**src/rtl/truth_table_scanner.sv**
```systemverilog
// Drives all 8 {x,y,z} vectors into two implementations and captures both truth tables.
// Optional build macro TT_EARLY_STOP_EN: end the scan at the first mismatching vector.
module truth_table_scanner #(
  parameter int SETTLE = 1
) (
  input  logic       clk,
  input  logic       rst_n,
  input  logic       start,
  input  logic       s_a,
  input  logic       s_b,
  output logic       x,
  output logic       y,
  output logic       z,
  output logic       busy,
  output logic       done,
  output logic [7:0] table_a,
  output logic [7:0] table_b,
  output logic       equal,
  output logic [3:0] mismatch_cnt,
  output logic [2:0] first_mm
);

  typedef enum logic [1:0] {IDLE, DRIVE, SAMPLE, FINISH} state_t;

  localparam logic [3:0] SETTLE_LD = 4'(SETTLE - 1);

  state_t     state, state_nxt;
  logic [2:0] idx;
  logic [3:0] settle_cnt;
  logic       mm;

  assign mm = s_a ^ s_b;

  always_comb begin
    state_nxt = state;
    case (state)
      IDLE:   if (start) state_nxt = DRIVE;
      DRIVE:  if (settle_cnt == 4'd0) state_nxt = SAMPLE;
      SAMPLE: begin
`ifdef TT_EARLY_STOP_EN
        if (mm || idx == 3'd7) state_nxt = FINISH;
        else                   state_nxt = DRIVE;
`else
        if (idx == 3'd7) state_nxt = FINISH;
        else             state_nxt = DRIVE;
`endif
      end
      FINISH: state_nxt = IDLE;
      default: state_nxt = IDLE;
    endcase
  end

  always_ff @(posedge clk) begin
    if (!rst_n) begin
      state        <= IDLE;
      idx          <= 3'd0;
      settle_cnt   <= 4'd0;
      {x, y, z}    <= 3'd0;
      busy         <= 1'b0;
      done         <= 1'b0;
      table_a      <= 8'h00;
      table_b      <= 8'h00;
      mismatch_cnt <= 4'd0;
      first_mm     <= 3'd0;
      equal        <= 1'b1;
    end else begin
      state <= state_nxt;
      // busy/done are registered decodes of the state being entered
      busy  <= (state_nxt == DRIVE) || (state_nxt == SAMPLE);
      done  <= (state_nxt == FINISH);
      case (state)
        IDLE: if (start) begin
          idx          <= 3'd0;
          settle_cnt   <= SETTLE_LD;
          {x, y, z}    <= 3'd0;
          table_a      <= 8'h00;
          table_b      <= 8'h00;
          mismatch_cnt <= 4'd0;
          first_mm     <= 3'd0;
        end
        DRIVE: if (settle_cnt != 4'd0) settle_cnt <= settle_cnt - 4'd1;
        SAMPLE: begin
          table_a[idx] <= s_a;
          table_b[idx] <= s_b;
          if (mm) begin
            mismatch_cnt <= mismatch_cnt + 4'd1;
            if (mismatch_cnt == 4'd0) first_mm <= idx;
          end
          if (state_nxt == DRIVE) begin
            idx        <= idx + 3'd1;
            {x, y, z}  <= idx + 3'd1;
            settle_cnt <= SETTLE_LD;
          end
          // fold in this cycle's compare so equal is valid alongside done
          if (state_nxt == FINISH) equal <= (mismatch_cnt == 4'd0) && !mm;
        end
        default: ;
      endcase
    end
  end

endmodule

```
**config.mk**
```make
export PLATFORM = sky130hd
export DESIGN_NAME = truth_table_scanner
export DESIGN_NICKNAME = d
export VERILOG_FILES = /design/src/rtl/truth_table_scanner.sv
export SDC_FILE = /design/constraint.sdc
export NUM_CORES = 1
export LEC_CHECK = 0
export ABC_AREA = 1
export BUFFER_PORTS_ARGS = -buffer_cell sky130_fd_sc_hd__buf_4
export CORE_ASPECT_RATIO = 0.75
export CORE_MARGIN = 2
export CORE_UTILIZATION = 58
export CTS_CLUSTER_DIAMETER = 60
export DETAILED_ROUTE_END_ITERATION = 10
export PLACE_DENSITY_LB_ADDON = 0.12
export SLEW_MARGIN = 5
export SYNTH_ARGS = -nofsm -noshare
export SYNTH_HDL_FRONTEND = slang
export SYNTH_SLANG_ARGS = --single-unit
```
**constraint.sdc**
```tcl
create_clock -name clk -period 4.1 [get_ports clk]
set_clock_uncertainty 0.15 [all_clocks]
set_input_delay 0.82 -clock clk [delete_from_list [all_inputs] [get_ports clk]]
set_output_delay 0.82 -clock clk [all_outputs]
set_load 0.02 [all_outputs]
```
==> results.yml <==
outcome:
  status: "complete, no violations"
clock_network:
  postCtsSetupBuffers: 0
  cts_hold_buf: 0
  htree_levels: 2
  cts_inserted_buffers: 5
  cts_tree: "built"
  post_cts_resized: 0
  cts_sinks: 35
  insertion_delay_ns: 0.29
  clockBufferDepth: 2
  cts_root_buf: "clkbuf_8"
  clk_pin_slew_ns: 0.07
synthesis:
  ys.warnings.count: 0
  synth_top_area_share_pct: 39.5
  seq_area_frac_synth_pct: 39.5
  syn-instance-count: 267
  synthDistinctLibCells: 24
  netlist_area_sq_um: 1770
  synth.avg_cell_area_sq_um: 6.64
  yosysTopAreaCell: "dfxtp_1"
  ys_ff_latch: 35
  synthTopCellsByArea: "dfxtp_1 39%, nand2_1 19%, inv_1 7.4%, nor2_1 6.8%, a21oi_1 5.4%"
  synth_nets: 279
route:
  drc: 0
  ant_nets: 0
  initialDrtViolationCount: 83
  drt_first_pass_iters: 4
  wl_per_cell_microns: 10.8
  vias: 1677
  viasPerCell: 4.96
  drt-total-wl_mm: 3.66
placement:
  dp_hpwl_mm: 2.63
  globalplace.congestion: 0.839
  place_ws_ns: 1.69
  place_area_sq_um: 2030
  io_buffers: 33
  dp_cells: 331
floorplan:
  die_y_microns: 51.9
  fp-row-count: 17
  boundaryPins: 34
  core_sq_um: 2940
  die_area_sq_um: 3520
  die_w_microns: 67.9
  start_util_pct: 60.4
sta:
  slew_viol_final: 0
  setup_slack_ns: 1.66
  fin_crit_ns: 2.44
  fin_tns_setup_ns: 0
  maxSlewHeadroom_pct: 55.8
  rsz0062_at_grt: "no"
  period_share_pct: 59.6
  hold_viol: 0
  fmax_mhz: 409
  setup_viol: 0
  worst_pin_slew_ns: 0.663
critical_path:
  worstReg2RegEnd: "settle_cnt[3]"
  reg2reg_slack_ns: 1.66
  worst_ep_arrival_time_ns: 2.48
  cp-startpoint: "state[1]"
  setup.worst_path.end: "settle_cnt[3]"
  criticalPathCategory: "reg -> reg"
  cp.required_ns: 4.14
  reg2regPathDepth: 14
  critPathLaunchType: "flop"
  cp_max_fo: 12
  timing.rr.start: "state[1]"
  endpoint_kind: "flop"
final_layout:
  diodes: 0
  fillCellCount: 251
  multiInputGateArea_sq_um: 887
  synthToLayoutAreaGrowth_pct: 19.5
  final_util_pct: 72.2
  regArea_sq_um: 701
  drive_gt1_share_pct: 16.7
  finalNonFillerCells: 338
  fin_area_sq_um: 2120
  finalNetCount: 312
global_route:
  grt_pass1_vias: 1435
  antenna_found_initial: 0
  grt_pass1_wl_mm: 6.20
  grt_max_degree: 23
  grt_overflow_total: 0
  grtUsageTotal_pct: 23.4
pwr:
  p_per_area_nw_per_um2: 429
  peakVddDrop_mv: 0.246
  leakage_nw: 1.07
run:
  max_cap_violations: 0
hold_path:
  worstHoldPathType: "reg -> reg"
worst min path at each step:
stage	end	cells past startpoint	slack [ns]	startpoint
global route	table_a[4]	2	0.33	table_a[4]
CTS	table_b[3]	2	0.31	table_b[3]
global placement	table_b[1]	2	0.30	table_b[1]
floorplan	settle_cnt[0]	2	0.33	settle_cnt[0]
finish	table_b[3]	2	0.31	table_b[3]
detailed placement	table_b[3]	2	0.30	table_b[3]
final cells by class:
| class | count | area share, % |
|---|---|---|
| Clock inverter | 1 | 0.236 |
| Tap cell | 38 | 2.24 |
| Inverter | 39 | 7.02 |
| Timing Repair Buffer | 33 | 11.7 |
| Multi-Input combinational cell | 186 | 41.9 |
| Sequential cell | 35 | 33.1 |
| Clock buffer | 6 | 3.90 |
per-layer routing:
metal  wire length, microns  vias to the layer above  global-route usage, %
met1                   1840                      730                   32.4
met4                     59                        0                   9.00
met2                   1540                       50                   35.0
li1                       -                      890                      -
met5                      0                        -                      0
met3                    227                        7                   5.84
Yosys cell counts:
master,number
nand2_1,90
dfxtp_1,35
inv_1,35
nor2_1,32
a21oi_1,19
nand3_1,16
ha_1,7
o21ai_0,6
nand4_1,4
buf_2,3
clkbuf_1,3
inv_2,3
nor2_8,2
o21ai_1,2
a21oi_2,1
buf_6,1
inv_4,1
nand3_2,1
nand3b_1,1
nor2_2,1
nor3_1,1
o21ai_2,1
o22ai_1,1
xor2_1,1
registers in the layout, indices dropped and copies added, names as in the netlist:
register	cells
state	2
mismatch_cnt	4
table_b	8
busy	1
settle_cnt	4
done	1
x	1
equal	1
idx	2
table_a	8
first_mm	3
metrics by stage:
step / hold slack, ns / power, mW
finish: 0.313 / 0.909
global route: 0.331 / 0.971
CTS: 0.312 / 0.912
detailed placement: 0.302 / 0.663
global placement: 0.301 / 0.658
floorplan: 0.329 / 0.598
worst max-delay path: stages, from the launching register on:
cell and delay [ns]:
dfxtp_1 0.60, inv_2 0.12, nor2_2 0.43, nand2_1 0.11, nand2_1 0.11, inv_1 0.06, ha_1 0.17, inv_1 0.08
nand3_1 0.07, nand2_1 0.10, inv_1 0.06, nand2_1 0.12, nand2_1 0.06, nand2_1 0.05, nor2_1 0.03
cell families (layout without fill, tap and decap cells):
| kind of cell | after synthesis | in the layout | share of synthesized area (%) |
|---|---|---|---|
| AO/OA/AOI/OAI | 30 | 30 | 8.96 |
| XOR/XNOR | 1 | 1 | 0.494 |
| adder cells (fa/ha/maj) | 7 | 7 | 4.94 |
| buffers and inverters | 46 | 79 | 10.5 |
| flip-flops | 35 | 35 | 39.5 |
| AND/OR/NAND/NOR | 148 | 148 | 35.6 |
cell usage in the layout (no fill, tap or decap), drive strengths merged:
cell	instances
nand3b	1
nand4	4
clkinv	1
nor2	35
inv	39
o22ai	1
a21oi	20
nand3	17
nor3	1
o21ai	9
clkbuf	6
buf	33
dfxtp	35
xor2	1
ha	7
nand2	90
power breakdown:
| part | internal, mW | switching [mW] | total, mW |
|---|---|---|---|
| clock | 0.132 | 0.120 | 0.252 |
| combinational | 0.0906 | 0.168 | 0.258 |
| sequential | 0.368 | 0.0309 | 0.399 |
| total | 0.590 | 0.319 | 0.909 |
(Power assumes the default switching activity.)
